File: src/rtl/abc_reg_arbiter_pkg.sv
// abc_arb_pkg: shared types and constants for the ABC register arbiter.
// Latency: n/a (declarations only).
// Backpressure: n/a.
package abc_arb_pkg;

  // Controller states: two reset phases, then idle/response alternation.
  typedef enum logic [1:0] {
    CLEAR = 2'd0,
    LOAD  = 2'd1,
    IDLE  = 2'd2,
    RESP  = 2'd3
  } arb_state_t;

  typedef logic [1:0] addr_t;

  localparam addr_t ADDR_R1  = 2'd0;
  localparam addr_t ADDR_R2  = 2'd1;
  localparam addr_t ADDR_CNT = 2'd2;

  // Default values loaded by the LOAD phase.
  localparam logic [31:0] R1_RST_DEF  = 32'h1234_5678;
  localparam logic [31:0] R2_RST_DEF  = 32'hdead_beef;
  localparam logic [31:0] CNT_RST_DEF = 32'h0000_0000;

  // Address 3 is the only illegal encoding.
  function automatic logic addr_legal(input addr_t a);
    return (a != 2'd3);
  endfunction

endpackage

File: src/rtl/abc_reg_arbiter_if.sv
// abc_reg_arbiter_if: one requester's register-access channel.
// Latency: n/a (wires only); response follows acceptance by one cycle.
// Backpressure: master holds valid/write/addr/wdata until ready is seen.
// Signals: valid/ready request handshake, write (1 = write), addr, wdata;
//          rvalid one-cycle response pulse with rdata and err.
interface abc_reg_arbiter_if;
  import abc_arb_pkg::*;

  logic        valid;
  logic        ready;
  logic        write;
  addr_t       addr;
  logic [31:0] wdata;
  logic        rvalid;
  logic [31:0] rdata;
  logic        err;

  modport master (
    output valid, write, addr, wdata,
    input  ready, rvalid, rdata, err
  );

  modport slave (
    input  valid, write, addr, wdata,
    output ready, rvalid, rdata, err
  );

endinterface

File: src/rtl/abc_reg_arbiter_rr_arb2.sv
// rr_arb2: two-way round-robin grant with a last-grant pointer.
// Latency: combinational grant; pointer updates on the accept edge.
// Backpressure: a requester without grant simply keeps requesting.
// Ports: clk, rst (sync, active-high), req[1:0], accept, gnt[1:0] one-hot.
module rr_arb2 (
  input  logic       clk,
  input  logic       rst,
  input  logic [1:0] req,
  input  logic       accept,
  output logic [1:0] gnt
);

  // 1 = requester 1 was granted most recently. Reset value makes
  // requester 0 win the first contention.
  logic last;

  always_comb begin
    gnt = 2'b00;
    case (req)
      2'b01:   gnt = 2'b01;
      2'b10:   gnt = 2'b10;
      2'b11:   gnt = last ? 2'b01 : 2'b10;
      default: gnt = 2'b00;
    endcase
  end

  always_ff @(posedge clk) begin
    if (rst) begin
      last <= 1'b1;
    end else if (accept) begin
      last <= gnt[1];
    end
  end

endmodule

File: src/rtl/abc_reg_arbiter.sv
// abc_reg_arbiter: owns r1/r2/r_counter, round-robins access between m0/m1,
// and sequences the clear-then-load register reset.
// Latency: request accepted combinationally in IDLE; response one cycle later.
// Backpressure: ready low while busy or in RESP; requests wait, never dropped.
// Ports: clk, r (sync active-high reset), m0/m1 request channels (slave),
//        r1_q/r2_q/cnt_q register values, busy (high in CLEAR and LOAD).
// Option: ABC_ARB_ACCESS_COUNT_EN makes r_counter count accepted legal accesses.
module abc_reg_arbiter
  import abc_arb_pkg::*;
#(
  parameter int          CLR_CYCLES = 2,
  parameter logic [31:0] R1_RST     = R1_RST_DEF,
  parameter logic [31:0] R2_RST     = R2_RST_DEF,
  parameter logic [31:0] CNT_RST    = CNT_RST_DEF
) (
  input  logic                clk,
  input  logic                r,
  abc_reg_arbiter_if.slave    m0,
  abc_reg_arbiter_if.slave    m1,
  output logic [31:0]         r1_q,
  output logic [31:0]         r2_q,
  output logic [31:0]         cnt_q,
  output logic                busy
);

  localparam int CW = (CLR_CYCLES > 1) ? $clog2(CLR_CYCLES) : 1;
  localparam logic [CW-1:0] CLR_LAST = CW'(CLR_CYCLES - 1);

  arb_state_t  state;
  logic [CW-1:0] clr_cnt;

  logic [1:0]  req;
  logic [1:0]  gnt;
  logic        accept;

  // Selected request fields (from whichever requester holds the grant).
  logic        sel_write;
  addr_t       sel_addr;
  logic [31:0] sel_wdata;
  logic        sel_legal;
  logic [31:0] rd_val;

  // Registered per-requester response.
  logic        rv0, rv1;
  logic [31:0] rd0, rd1;
  logic        er0, er1;

  // Requests only compete in IDLE and never while reset is asserted.
  assign req    = {m1.valid, m0.valid} & {2{(state == IDLE) && !r}};
  assign accept = |gnt;

  rr_arb2 u_rr_arb2 (
    .clk    (clk),
    .rst    (r),
    .req    (req),
    .accept (accept),
    .gnt    (gnt)
  );

  assign m0.ready = gnt[0];
  assign m1.ready = gnt[1];

  always_comb begin
    sel_write = gnt[1] ? m1.write : m0.write;
    sel_addr  = gnt[1] ? m1.addr  : m0.addr;
    sel_wdata = gnt[1] ? m1.wdata : m0.wdata;
    sel_legal = addr_legal(sel_addr);
    rd_val    = '0;
    case (sel_addr)
      ADDR_R1:  rd_val = r1_q;
      ADDR_R2:  rd_val = r2_q;
      ADDR_CNT: rd_val = cnt_q;
      default:  rd_val = '0;
    endcase
  end

  always_ff @(posedge clk) begin
    if (r) begin
      state   <= CLEAR;
      clr_cnt <= '0;
      r1_q    <= '0;
      r2_q    <= '0;
      cnt_q   <= '0;
      rv0     <= 1'b0;
      rv1     <= 1'b0;
      rd0     <= '0;
      rd1     <= '0;
      er0     <= 1'b0;
      er1     <= 1'b0;
    end else begin
      // Response registers are single-cycle pulses by default.
      rv0 <= 1'b0;
      rv1 <= 1'b0;
      rd0 <= '0;
      rd1 <= '0;
      er0 <= 1'b0;
      er1 <= 1'b0;

      case (state)
        CLEAR: begin
          r1_q  <= '0;
          r2_q  <= '0;
          cnt_q <= '0;
          if (clr_cnt == CLR_LAST) begin
            state <= LOAD;
          end else begin
            clr_cnt <= clr_cnt + 1'b1;
          end
        end

        LOAD: begin
          r1_q    <= R1_RST;
          r2_q    <= R2_RST;
          cnt_q   <= CNT_RST;
          clr_cnt <= '0;
          state   <= IDLE;
        end

        IDLE: begin
          if (accept) begin
            state <= RESP;
            rv0   <= gnt[0];
            rv1   <= gnt[1];
            // Reads capture the register as it is at the acceptance edge,
            // i.e. before any write or count update on that same edge.
            rd0   <= (gnt[0] && !sel_write) ? rd_val : '0;
            rd1   <= (gnt[1] && !sel_write) ? rd_val : '0;
            er0   <= gnt[0] && !sel_legal;
            er1   <= gnt[1] && !sel_legal;

            if (sel_write && sel_legal) begin
              case (sel_addr)
                ADDR_R1:  r1_q  <= sel_wdata;
                ADDR_R2:  r2_q  <= sel_wdata;
                ADDR_CNT: cnt_q <= sel_wdata;
                default:  ;
              endcase
            end

`ifdef ABC_ARB_ACCESS_COUNT_EN
            // A write to the counter wins over the increment on that edge.
            if (sel_legal && !(sel_write && (sel_addr == ADDR_CNT))) begin
              cnt_q <= cnt_q + 32'd1;
            end
`endif
          end
        end

        RESP: begin
          state <= IDLE;
        end

        default: begin
          state <= CLEAR;
        end
      endcase
    end
  end

  // Reset is sampled synchronously, but a response pending in the RESP cycle
  // must not be seen once reset is asserted, so r masks the pulse directly.
  assign m0.rvalid = rv0 & ~r;
  assign m1.rvalid = rv1 & ~r;
  assign m0.rdata  = r ? 32'd0 : rd0;
  assign m1.rdata  = r ? 32'd0 : rd1;
  assign m0.err    = er0 & ~r;
  assign m1.err    = er1 & ~r;

  assign busy = (state == CLEAR) || (state == LOAD);

endmodule

File: src/flat_wrapper.sv
// flat-port wrapper written by rule: the top's interface ports become plain ports
module abc_reg_arbiter_flat import abc_arb_pkg::*;
#(
  parameter int          CLR_CYCLES = 2,
  parameter logic [31:0] R1_RST     = R1_RST_DEF,
  parameter logic [31:0] R2_RST     = R2_RST_DEF,
  parameter logic [31:0] CNT_RST    = CNT_RST_DEF
)
  (clk, r, r1_q, r2_q, cnt_q, busy, m0_valid, m0_write, m0_addr, m0_wdata, m0_ready, m0_rvalid, m0_rdata, m0_err, m1_valid, m1_write, m1_addr, m1_wdata, m1_ready, m1_rvalid, m1_rdata, m1_err);
  abc_reg_arbiter_if m0_i ();
  abc_reg_arbiter_if m1_i ();
  input  logic clk;
  input  logic r;
  output logic [31:0] r1_q;
  output logic [31:0] r2_q;
  output logic [31:0] cnt_q;
  output logic busy;
  input wire logic [$bits(m0_i.valid)-1:0] m0_valid;
  input wire logic [$bits(m0_i.write)-1:0] m0_write;
  input wire logic [$bits(m0_i.addr)-1:0] m0_addr;
  input wire logic [$bits(m0_i.wdata)-1:0] m0_wdata;
  output wire logic [$bits(m0_i.ready)-1:0] m0_ready;
  output wire logic [$bits(m0_i.rvalid)-1:0] m0_rvalid;
  output wire logic [$bits(m0_i.rdata)-1:0] m0_rdata;
  output wire logic [$bits(m0_i.err)-1:0] m0_err;
  input wire logic [$bits(m1_i.valid)-1:0] m1_valid;
  input wire logic [$bits(m1_i.write)-1:0] m1_write;
  input wire logic [$bits(m1_i.addr)-1:0] m1_addr;
  input wire logic [$bits(m1_i.wdata)-1:0] m1_wdata;
  output wire logic [$bits(m1_i.ready)-1:0] m1_ready;
  output wire logic [$bits(m1_i.rvalid)-1:0] m1_rvalid;
  output wire logic [$bits(m1_i.rdata)-1:0] m1_rdata;
  output wire logic [$bits(m1_i.err)-1:0] m1_err;
  assign m0_i.valid = m0_valid;
  assign m0_i.write = m0_write;
  assign m0_i.addr = m0_addr;
  assign m0_i.wdata = m0_wdata;
  assign m0_ready = m0_i.ready;
  assign m0_rvalid = m0_i.rvalid;
  assign m0_rdata = m0_i.rdata;
  assign m0_err = m0_i.err;
  assign m1_i.valid = m1_valid;
  assign m1_i.write = m1_write;
  assign m1_i.addr = m1_addr;
  assign m1_i.wdata = m1_wdata;
  assign m1_ready = m1_i.ready;
  assign m1_rvalid = m1_i.rvalid;
  assign m1_rdata = m1_i.rdata;
  assign m1_err = m1_i.err;
  abc_reg_arbiter #(.CLR_CYCLES(CLR_CYCLES), .R1_RST(R1_RST), .R2_RST(R2_RST), .CNT_RST(CNT_RST)) u_core (.clk(clk), .r(r), .m0(m0_i), .m1(m1_i), .r1_q(r1_q), .r2_q(r2_q), .cnt_q(cnt_q), .busy(busy));
endmodule
File: config.mk
export PLATFORM = sky130hd
export DESIGN_NAME = abc_reg_arbiter_flat
export DESIGN_NICKNAME = d
export VERILOG_FILES = /design/src/rtl/abc_reg_arbiter_pkg.sv /design/src/rtl/abc_reg_arbiter_if.sv /design/src/rtl/abc_reg_arbiter_rr_arb2.sv /design/src/rtl/abc_reg_arbiter.sv /design/src/flat_wrapper.sv
export SDC_FILE = /design/constraint.sdc
export NUM_CORES = 1
export LEC_CHECK = 0
export CORE_AREA = 2 2 169 122
export CTS_BUF_LIST = sky130_fd_sc_hd__clkbuf_4 sky130_fd_sc_hd__clkbuf_8
export CTS_CLUSTER_SIZE = 14
export DETAILED_ROUTE_END_ITERATION = 6
export DIE_AREA = 0 0 171 124
export PLACE_DENSITY = 0.7
export SLEW_MARGIN = 20
export SYNTH_ARGS = -nofsm -noshare
export SYNTH_HDL_FRONTEND = slang
export SYNTH_HIERARCHICAL = 1
export SYNTH_SLANG_ARGS = --single-unit
File: constraint.sdc
create_clock -name clk -period 8 [get_ports clk]
set_input_delay 1.6 -clock clk [delete_from_list [all_inputs] [get_ports clk]]
set_output_delay 1.6 -clock clk [all_outputs]
set_load 0.02 [all_outputs]
==> flow_summary.toml <==
[floorplanning]
die_area_sq_um = 21200
die_x_um = 171
pin_count = 241
fp.coreArea_sq_um = 19480
rows = 43
initial_utilization_pct = 39.61
die_h_um = 124

[drt]
num_vias = 6592
viasPerCell = 5.040
first_pass_iters = 5
route.detailed.drc = 0
drt_iter0_drc = 425
wl_um = 24360
post_drt_wl_per_cell_um = 18.63
drtAntennaViolNets = 0

[worst_setup_path]
max_stage_delay_ns = 0.66
required_ns = 6.40
critical_path_class = "primary input to output port"
slowest_stage = "clkdlybuf4s50_1"
end_kind = "output port"
path_max_fanout = 39
start_kind = "primary input"
crit_chain = "buf_4 -> nor2b_1 -> and2_1 -> a21boi_4 -> buf_4 -> clkdlybuf4s50_1"
crit_arrival_ns = 4.12
crit_path_frequent_cell = "buf_4"

[clock_tree]
clk_pin_slew_ns = 0.09
ctsHoldBuffers = 0
cts_buffers = 17
htree_levels = 4
post-cts-setup-buffers = 0
clockRootBuffer = "clkbuf_8"
cts_tree = "built"
post_cts_resized = 0
cts_max_path_buffers = 2
cts.sinks = 168
insertion_delay_ns = 0.45

[grt]
grtUsageMet3_pct = 5.307
grt_usage_pct = 22.80
grt_antenna_before_repair = 0
grt_pass1_wl_um = 36630
use_met1_pct = 31.06
grt_overflow_total = 0
first_global_vias = 6342
grt_start_max_net_pins = 76
grt-busiest-layer = "met2"
met2_usage_pct = 37.00

[timing]
rsz0062_at_grt = "no"
fin_hold_ws_ns = 0.4978
min_period_over_period_pct = 71.56
slew_viol_final = 0
setup_viol = 0
worst_pin_slew_ns = 1.056
max_freq_ghz = 0.1747
tns_ns = 0
post-route-min-period_ns = 5.724
hold_violations = 0
skew_ns = 0.01687
slew_headroom_pct = 29.59

[synth]
ys_seq_elements = 168
syn-instance-count = 825
yosys.area.top_type = "dfxtp_1"
yosysWarningCount = 6
synthFlopType = "dfxtp_1"
netlist_top_cells_count = "dfxtp_1 (168), mux2i_1 (129), nor2b_1 (103)"
synth_cell_types = 36
syn_area_sq_um = 7715
synth_area_leaders = "dfxtp_1 (44%), mux2i_1 (17%), nor2b_1 (8.4%)"
syn_nets = 904
synth_most_common_cell = "dfxtp_1"
async_reset_ff_share_pct = 0
synth-seq-area-share_pct = 43.59
synth-edff-count = 0
synth.avg_cell_area_sq_um = 9.351
synth_top_area_share_pct = 43.59

[cells_and_area]
fillers = 1792
drive_gt1_share_pct = 5.877
antenna-diode-count = 0
area_growth_pct = 38.76
fin_area_sq_um = 10710
nets = 1105

[outcome]
status = "finished clean"

[power_and_ir_drop]
power_density_nw_per_um2 = 258.0
power_mw = 2.762
power.leakage_nw = 3.660
peakVddDrop_v = 0.0001515

[placed_design]
placed_area_sq_um = 10310
hpwl_um = 16910
place_congestion = 0.7828
port-buffer-count = 240

[worst_hold_path]
min_path_type = "register to register"

[job]
max_cap_viol_count = 0
[worst max-delay path: cells and delay by family]
kind / cells / cell delay, ns
compound gates: 1 / 0.54
simple gates: 2 / 0.71
buf+inv: 3 / 1.26
[cells in the final DEF (no fill, tap or decap), types with 2 or more instances in the layout]
master	synthesis	layout
bufinv_16	0	2
mux2_2	5	5
o21ai_0	54	54
nor2_1	28	24
nor2_4	0	3
dfxtp_1	168	168
or4_1	10	10
and2_1	35	35
a21oi_1	28	28
ha_1	5	5
nand2b_1	78	78
clkbuf_8	0	17
buf_4	0	11
nand2_1	30	30
nand3_1	20	19
or2_2	2	2
clkinvlp_4	0	2
inv_6	0	5
inv_1	7	7
o21ai_1	2	2
nor2b_1	103	102
clkinv_2	0	2
clkdlybuf4s50_1	0	239
mux2i_1	129	128
a211oi_1	4	4
o2bb2ai_1	32	32
nor3_1	3	3
nand3b_1	2	2
[state kept, by name, summed over array words and instances (netlist names), 2 cells and up]
register	count
u_core/cnt_q	32
u_core/r1_q	32
u_core/r2_q	32
u_core/rd0	32
u_core/rd1	32
u_core/state	2
[path summary, 6_finish.rpt]
kind	start	endpoint	slack, ns	depth (start not counted)
hold / removal	u_core/cnt_q[29]	u_core/cnt_q[29]	0.50	2
setup reg to reg	u_core/state[0]	u_core/r2_q[12]	3.33	12
hold reg to reg	u_core/cnt_q[29]	u_core/cnt_q[29]	0.50	2
setup / recovery	r	m1_ready	2.28	6
[through the flow]
stage / setup slack, ns / util (%) / std cells
after detailed placement: 2.251 / 52.92 / 1277
after floorplan: 3.462 / - / 825
after CTS: 2.256 / 54.97 / 1308
final: 2.276 / 54.97 / 1308
after global placement: 2.380 / 52.92 / 1277
after global routing: 2.080 / 54.97 / 1308
[layer usage]
layer  share of wire (%)  routed length (um)
met1                  47               11420
met3                 7.3                1786
met4                0.73                 178
met5                   0                   0
met2                  45               10980
[where the power goes]
part / switching (mW) / internal [mW]
clock network: 0.335 / 0.285
logic: 0.719 / 0.429
registers: 0.0746 / 0.920
total: 1.13 / 1.63
[area by class of cell]
type / instances / area (sq um) / share of cell area, %
inverters: 7 / 26.28 / 0.2454
repair buffers: 250 / 2475 / 23.12
clock inverters: 14 / 165.2 / 1.543
multi-input cells: 582 / 4104 / 38.34
clock buffers: 17 / 234.0 / 2.186
flip-flops and latches: 168 / 3363 / 31.42
well taps: 270 / 337.8 / 3.156
[cell families (layout without fill, tap and decap cells)]
kind of cell	count (synthesis)	after routing	synth area share [%]
multiplexers	135	135	17.66
AO/OA/AOI/OAI	128	128	10.38
flip-flops	168	168	43.59
buffers and inverters	75	288	4.087
AND/OR/NAND/NOR	314	314	23.47
adder cells (fa/ha/maj)	5	5	0.8109
No activity file was read; power rests on OpenSTA's default activity.
